$ cat config.mk
export PLATFORM = sky130hd
export DESIGN_NAME = keccak_arbiter
export DESIGN_NICKNAME = d
export VERILOG_FILES = /design/src/rtl/keccak_pkg.sv /design/src/rtl/keccak_rr_pick.sv /design/src/rtl/keccak_arbiter.sv
export SDC_FILE = /design/constraint.sdc
export NUM_CORES = 1
export LEC_CHECK = 0
export CAP_MARGIN = 0
export CELL_PAD_IN_SITES_DETAIL_PLACEMENT = 1
export CELL_PAD_IN_SITES_GLOBAL_PLACEMENT = 2
export CORE_ASPECT_RATIO = 1.2
export CORE_MARGIN = 8
export CORE_UTILIZATION = 13
export CTS_CLUSTER_SIZE = 25
export DETAILED_ROUTE_END_ITERATION = 8
export GPL_TIMING_DRIVEN = 0
export HOLD_SLACK_MARGIN = 0.12
export PLACE_DENSITY_LB_ADDON = 0.12
export SYNTH_ARGS = -nofsm -noshare
export SYNTH_HDL_FRONTEND = slang
export SYNTH_SLANG_ARGS = --single-unit
$ cat constraint.sdc
create_clock -name clk -period 3.7 [get_ports clk]
set_input_delay 0.74 -clock clk [delete_from_list [all_inputs] [get_ports clk]]
set_output_delay 0.74 -clock clk [all_outputs]
set_load 0.01 [all_outputs]
$ cat src/rtl/keccak_pkg.sv
// Shared Keccak definitions: lane width, arbiter FSM encoding and a
// modulo-wrap helper used for round-robin pointers.
package keccak_pkg;

  localparam int w = 64;

  typedef enum logic [1:0] {
    ARB_IDLE  = 2'd0,
    ARB_FEED  = 2'd1,
    ARB_DRAIN = 2'd2
  } keccak_arb_state_t;

  // Reduce a value known to be below 2*n into the range [0, n).
  function automatic int unsigned rr_wrap(input int unsigned a, input int unsigned n);
    return (a >= n) ? (a - n) : a;
  endfunction

endpackage

$ cat src/rtl/keccak_rr_pick.sv
// Combinational round-robin picker: returns the first asserted request at
// or after the pointer, wrapping modulo N.
module keccak_rr_pick
  import keccak_pkg::*;
#(
  parameter int N     = 3,
  parameter int IDX_W = 2
) (
  input  logic [N-1:0]     req,
  input  logic [IDX_W-1:0] ptr,
  output logic [IDX_W-1:0] idx,
  output logic             any
);

  logic [IDX_W-1:0] pos_s;
  logic             hit_s;

  // Scan N positions starting at ptr; the first hit wins.
  always_comb begin
    idx   = {IDX_W{1'b0}};
    any   = 1'b0;
    pos_s = {IDX_W{1'b0}};
    hit_s = 1'b0;
    for (int unsigned i = 0; i < N; i++) begin
      pos_s = IDX_W'(rr_wrap(32'(ptr) + i, N));
      hit_s = req[pos_s] && !any;
      idx   = hit_s ? pos_s : idx;
      any   = any | req[pos_s];
    end
  end

endmodule

$ cat src/rtl/keccak_arbiter.sv
// Shares one keccak core between N_REQ requesters: whole jobs are granted
// round-robin, input words pass through to the core, outputs go to the owner.
module keccak_arbiter
  import keccak_pkg::*;
#(
  parameter int N_REQ = 3,
  parameter int W     = w,
  parameter int LEN_W = 16,
  localparam int G_W  = $clog2(N_REQ)
) (
  input  logic                        clk,
  input  logic                        rst,
  input  logic [N_REQ-1:0]            req_valid_i,
  input  logic [N_REQ-1:0][W-1:0]     req_data_i,
  input  logic [N_REQ-1:0]            req_last_i,
  input  logic [N_REQ-1:0][LEN_W-1:0] req_olen_i,
  output logic [N_REQ-1:0]            req_ready_o,
  output logic [N_REQ-1:0]            rsp_valid_o,
  output logic [W-1:0]                rsp_data_o,
  output logic                        rsp_last_o,
  input  logic [N_REQ-1:0]            rsp_ready_i,
  output logic                        core_valid_o,
  output logic [W-1:0]                core_data_o,
  input  logic                        core_ready_i,
  input  logic                        core_valid_i,
  input  logic [W-1:0]                core_data_i,
  output logic                        core_ready_o,
  output logic [G_W-1:0]              grant_o,
  output logic                        busy_o
);

  localparam logic [LEN_W-1:0] LEN_ONE  = {{(LEN_W-1){1'b0}}, 1'b1};
  localparam logic [LEN_W-1:0] LEN_ZERO = {LEN_W{1'b0}};

  keccak_arb_state_t state_r, state_n;
  logic [G_W-1:0]    grant_r;
  logic [G_W-1:0]    rr_ptr_r;
  logic [LEN_W-1:0]  olen_cnt_r;
  logic              first_r;
  logic [G_W-1:0]    pick_idx_s;
  logic              pick_any_s;
  logic              feed_hs_s;
  logic              drain_hs_s;
  logic              drain_end_s;

  keccak_rr_pick #(
    .N     (N_REQ),
    .IDX_W (G_W)
  ) u_pick (
    .req (req_valid_i),
    .ptr (rr_ptr_r),
    .idx (pick_idx_s),
    .any (pick_any_s)
  );

  assign feed_hs_s   = (state_r == ARB_FEED) && req_valid_i[grant_r] && core_ready_i;
  assign drain_hs_s  = (state_r == ARB_DRAIN) && core_valid_i && rsp_ready_i[grant_r];
  assign drain_end_s = drain_hs_s && (olen_cnt_r == LEN_ONE);
  assign grant_o     = grant_r;
  assign busy_o      = (state_r != ARB_IDLE);

  // Next-state logic for the job FSM.
  always_comb begin
    state_n = state_r;
    case (state_r)
      ARB_IDLE: begin
        if (pick_any_s) state_n = ARB_FEED;
        else            state_n = ARB_IDLE;
      end
      ARB_FEED: begin
        if (feed_hs_s && req_last_i[grant_r]) state_n = ARB_DRAIN;
        else                                  state_n = ARB_FEED;
      end
      ARB_DRAIN: begin
        if (drain_end_s) state_n = ARB_IDLE;
        else             state_n = ARB_DRAIN;
      end
      default: state_n = ARB_IDLE;
    endcase
  end

  // Zero-latency handshake routing between the owner and the core.
  always_comb begin
    req_ready_o  = {N_REQ{1'b0}};
    rsp_valid_o  = {N_REQ{1'b0}};
    rsp_data_o   = {W{1'b0}};
    rsp_last_o   = 1'b0;
    core_valid_o = 1'b0;
    core_data_o  = {W{1'b0}};
    core_ready_o = 1'b0;
    case (state_r)
      ARB_FEED: begin
        core_valid_o         = req_valid_i[grant_r];
        core_data_o          = req_data_i[grant_r];
        req_ready_o[grant_r] = core_ready_i;
      end
      ARB_DRAIN: begin
        rsp_valid_o[grant_r] = core_valid_i;
        rsp_data_o           = core_data_i;
        core_ready_o         = rsp_ready_i[grant_r];
        rsp_last_o           = core_valid_i && (olen_cnt_r == LEN_ONE);
      end
      default: begin
        core_ready_o = 1'b0;
      end
    endcase
  end

  // State, owner, output-length counter and round-robin pointer.
  always_ff @(posedge clk) begin
    if (!rst) begin
      state_r    <= ARB_IDLE;
      grant_r    <= {G_W{1'b0}};
      rr_ptr_r   <= {G_W{1'b0}};
      olen_cnt_r <= LEN_ZERO;
      first_r    <= 1'b0;
    end else begin
      state_r <= state_n;
      if ((state_r == ARB_IDLE) && pick_any_s) begin
        grant_r <= pick_idx_s;
        first_r <= 1'b1;
      end
      // A declared length of zero still yields one output word.
      if (feed_hs_s && first_r) begin
        olen_cnt_r <= (req_olen_i[grant_r] == LEN_ZERO) ? LEN_ONE : req_olen_i[grant_r];
        first_r    <= 1'b0;
      end
      if (drain_hs_s) begin
        olen_cnt_r <= olen_cnt_r - LEN_ONE;
      end
      if (drain_end_s) begin
        rr_ptr_r <= G_W'(rr_wrap(32'(grant_r) + 32'd1, N_REQ));
      end
    end
  end

endmodule

==> impl_metrics.json <==
{
  "status": "completed",
  "cellInternalPower_w": 0.000983,
  "critPathRequiredTime_ps": 2960,
  "worst-r2r-cell-count": 6,
  "fin_crit_ps": 3540,
  "critical_path.top_delay_family": "buffers and inverters",
  "max_transition_margin_pct": 55.8,
  "cts_root_buffer": "sky130_fd_sc_hd__clkbuf_16",
  "final_core_util_pct": 29.8,
  "io_buffers": 456,
  "clock_pin_slew_worst_setup_and_hold_paths_ps": 60,
  "die_area_sq_um": 37100,
  "detail_route.first_pass.iterations": 4,
  "synth_sequential_area_ratio_pct": 11.4,
  "numClockSinks": 23,
  "critPathMaxFanout": 10,
  "design_power_total_w": 0.00152,
  "grt_max_degree": 20,
  "post-dp-hpwl_um": 28600,
  "wl_per_cell_um": 21.9,
  "layout.cell_area.non_filler_sq_um": 9240,
  "fin_crit_sh_pct": 95.6,
  "finalMaxSlewViolations": 0,
  "tritoncts.num_buffers": 3,
  "grt_use_total_pct": 16.4,
  "synthesis.nets": 935,
  "yosys_warnings": 0,
  "endpoint": "core_ready_o",
  "gp_congestion": 0.790,
  "area_growth_syn_to_layout_pct": 128,
  "finalSetupViolCount": 0,
  "grt_pass1_vias": 6806,
  "ys_seq_elements": 23,
  "final.fill_count": 3746,
  "critical_path.reg2reg.endpoint": "olen_cnt_r[13]",
  "final.setup_skew_ps": 6.28,
  "grt_antenna_before_repair": 9,
  "finalWorstSetupSlack_ps": 162,
  "wl_um": 32300,
  "synth_area_sq_um": 4050,
  "start_kind": "primary input",
  "core-area_sq_um": 31000,
  "number_of_buffers_inserted_by_post_cts_setup_repair": 0,
  "final_number_of_hold_violating_endpoints": 0,
  "cts_max_level": 1,
  "io_pins": 457,
  "clockPowerShare_pct": 16.0,
  "placement.cell_area_sq_um": 9120,
  "setup.worst_path.class": "in -> out",
  "met1_length_um": 11100,
  "dominantRegCellSynth": "sky130_fd_sc_hd__dfxtp_1",
  "ir_drop_mv": 0.144,
  "switching_pwr_w": 0.000538,
  "synthesized_area_per_cell_sq_um": 6.67,
  "cp.depth": 6,
  "crit_chain": "clkdlybuf4s50_1 -> mux2i_1 -> o2bb2ai_2 -> clkbuf_1 -> and2_1 -> clkdlybuf4s50_1",
  "power.density_nw_per_um2": 165,
  "regToRegStartpoint": "grant_o[1]",
  "drc": 0,
  "slew_at_the_pin_closest_to_its_max_slew_limit_ps": 657,
  "critical_path.slowest_cell": "sky130_fd_sc_hd__clkdlybuf4s50_1",
  "cp-startpoint": "rsp_ready_i[2]",
  "cts_tree": "done",
  "achievable-frequency_mhz": 283,
  "fp-row-count": 71,
  "worst-path-buf-inv": 3,
  "detailroute.via_count": 6229,
  "final_antenna_net_count": 0,
  "detail_route.vias_per_cell": 4.23,
  "layout-drive-gt1-share_pct": 3.56,
  "die_h_um": 209,
  "dr.max_layer_used": "met5",
  "final_common_cell": "sky130_fd_sc_hd__clkdlybuf4s50_1",
  "critPathMostFrequentCell": "sky130_fd_sc_hd__clkdlybuf4s50_1",
  "wl_met2_um": 17600,
  "clock_tree.buffer_depth": 2,
  "post_cts_hold_buffer_count": 0,
  "cp_slowest_stage_delay_ps": 540,
  "met3_wirelength_um": 3410,
  "clkLatencyLatePin_ps": 260,
  "arr_time_crit_path_ps": 2800,
  "grt_pass1_wl_um": 46000,
  "placement.setup.worst_slack_ps": -238,
  "worst_hold_path_type": "reg -> reg",
  "power_frac_seq_pct": 18.0,
  "syn-instance-count": 608,
  "final_net_count": 1394,
  "synth_edf_count": 0,
  "grt_total_ovfl": 0,
  "synth_cell_type_count": 54,
  "most-common-layout-cells": "sky130_fd_sc_hd__clkdlybuf4s50_1, sky130_fd_sc_hd__nor2_1, sky130_fd_sc_hd__mux2i_1",
  "power.share.switching_pct": 35.4,
  "max_cap_viol_count": 0,
  "crit_path_end_kind": "output port",
  "power.combinational.fraction_pct": 66.0,
  "reg2reg_slack_ps": 1270,
  "floorplan.initialDensity_pct": 13.1,
  "leakagePower_nw": 3.27,
  "rsz0062_at_grt": "false",
  "drt_iter0_markers": 175,
  "die_w_um": 177,
  "synth_async_sr_flop_share_pct": 0
}
-- worst min path at each step --
stage                   start             end  slack, ps  cells after the start
3_5_place_dp   olen_cnt_r[13]  olen_cnt_r[13]        460                      1
3_3_place_gp   olen_cnt_r[13]  olen_cnt_r[13]        460                      1
4_1_cts        olen_cnt_r[13]  olen_cnt_r[13]        480                      1
6_report       olen_cnt_r[13]  olen_cnt_r[13]        480                      1
2_1_floorplan  olen_cnt_r[13]  olen_cnt_r[13]        440                      1
5_1_grt        olen_cnt_r[13]  olen_cnt_r[13]        520                      1
-- synthesized netlist by cell type, types with 3 or more instances --
master | n | area [sq um]
sky130_fd_sc_hd__a32oi_1 | 4 | 35.0
sky130_fd_sc_hd__ha_1 | 10 | 125
sky130_fd_sc_hd__buf_1 | 5 | 18.8
sky130_fd_sc_hd__o21a_1 | 5 | 37.5
sky130_fd_sc_hd__dfxtp_1 | 23 | 460
sky130_fd_sc_hd__nor2_1 | 143 | 537
sky130_fd_sc_hd__nor3_1 | 5 | 25.0
sky130_fd_sc_hd__nand2_1 | 10 | 37.5
sky130_fd_sc_hd__clkbuf_1 | 33 | 124
sky130_fd_sc_hd__buf_2 | 11 | 55.1
sky130_fd_sc_hd__o211ai_1 | 3 | 22.5
sky130_fd_sc_hd__nor2b_1 | 5 | 31.3
sky130_fd_sc_hd__nand3_1 | 11 | 55.1
sky130_fd_sc_hd__mux2i_1 | 87 | 871
sky130_fd_sc_hd__nand4_1 | 6 | 37.5
sky130_fd_sc_hd__a31oi_1 | 4 | 25.0
sky130_fd_sc_hd__and3_1 | 4 | 25.0
sky130_fd_sc_hd__nand4b_1 | 3 | 26.3
sky130_fd_sc_hd__inv_1 | 12 | 45.0
sky130_fd_sc_hd__nand3b_1 | 3 | 22.5
sky130_fd_sc_hd__a2bb2oi_1 | 3 | 26.3
sky130_fd_sc_hd__a21oi_1 | 78 | 390
sky130_fd_sc_hd__and2_1 | 71 | 444
sky130_fd_sc_hd__o21ai_0 | 11 | 55.1
sky130_fd_sc_hd__o2bb2ai_1 | 18 | 158
sky130_fd_sc_hd__nor4_1 | 5 | 31.3
sky130_fd_sc_hd__a311oi_1 | 4 | 35.0
-- repair_timing --
item	in CTS	in global routing
endpoints found under the setup margin	65	47
gates resized for setup	10	16
pin swaps	0	0
-- per-layer routing --
metal / global-route usage, % / vias up
li1: - / 3059
met1: 16.0 / 2887
met2: 31.9 / 251
met3: 7.24 / 22
met4: 1.80 / 10
met5: 0 / -
-- metrics by stage --
stage,hold slack (ps),TNS [ps],cells
after global placement,460,-2030,1465
after global routing,519,0,1471
final,481,0,1472
after detailed placement,465,-1830,1465
after floorplan,438,0,608
after CTS,481,0,1468
-- area by class of cell --
class / count / area [sq um] / share of cell area, %
clock inverters: 1 / 5.00 / 0.0542
clock buffers: 3 / 75.1 / 0.812
multi-input cells: 523 / 3340 / 36.2
inverters: 12 / 45.0 / 0.487
repair buffers: 456 / 4560 / 49.4
flip-flops and latches: 23 / 462 / 5.00
diodes: 5 / 12.5 / 0.135
well taps: 401 / 502 / 5.43
plain buffers: 48 / 233 / 2.52
-- flip-flops by register name (all words and copies together), names as in the netlist --
name	count
state_r	2
olen_cnt_r	16
grant_o	2
first_r	1
rr_ptr_r	2
-- power groups by stage --
stage                     logic, W  clock network (W)  registers [W]
final                      0.00100           0.000244       0.000273
after global routing       0.00110           0.000257       0.000275
after CTS                  0.00103           0.000251       0.000273
after detailed placement   0.00102                  0       0.000278
after global placement     0.00102                  0       0.000278
after floorplan           0.000368                  0       0.000274
-- cell families after synthesis --
kind of cell	share of synthesized area, %
fa+ha+maj	3.09
mux	21.9
xor+xnor	0.216
simple gates	34.7
buf+inv	6.17
flops	11.4
compound gates	22.6
(Power assumes the default switching activity.)
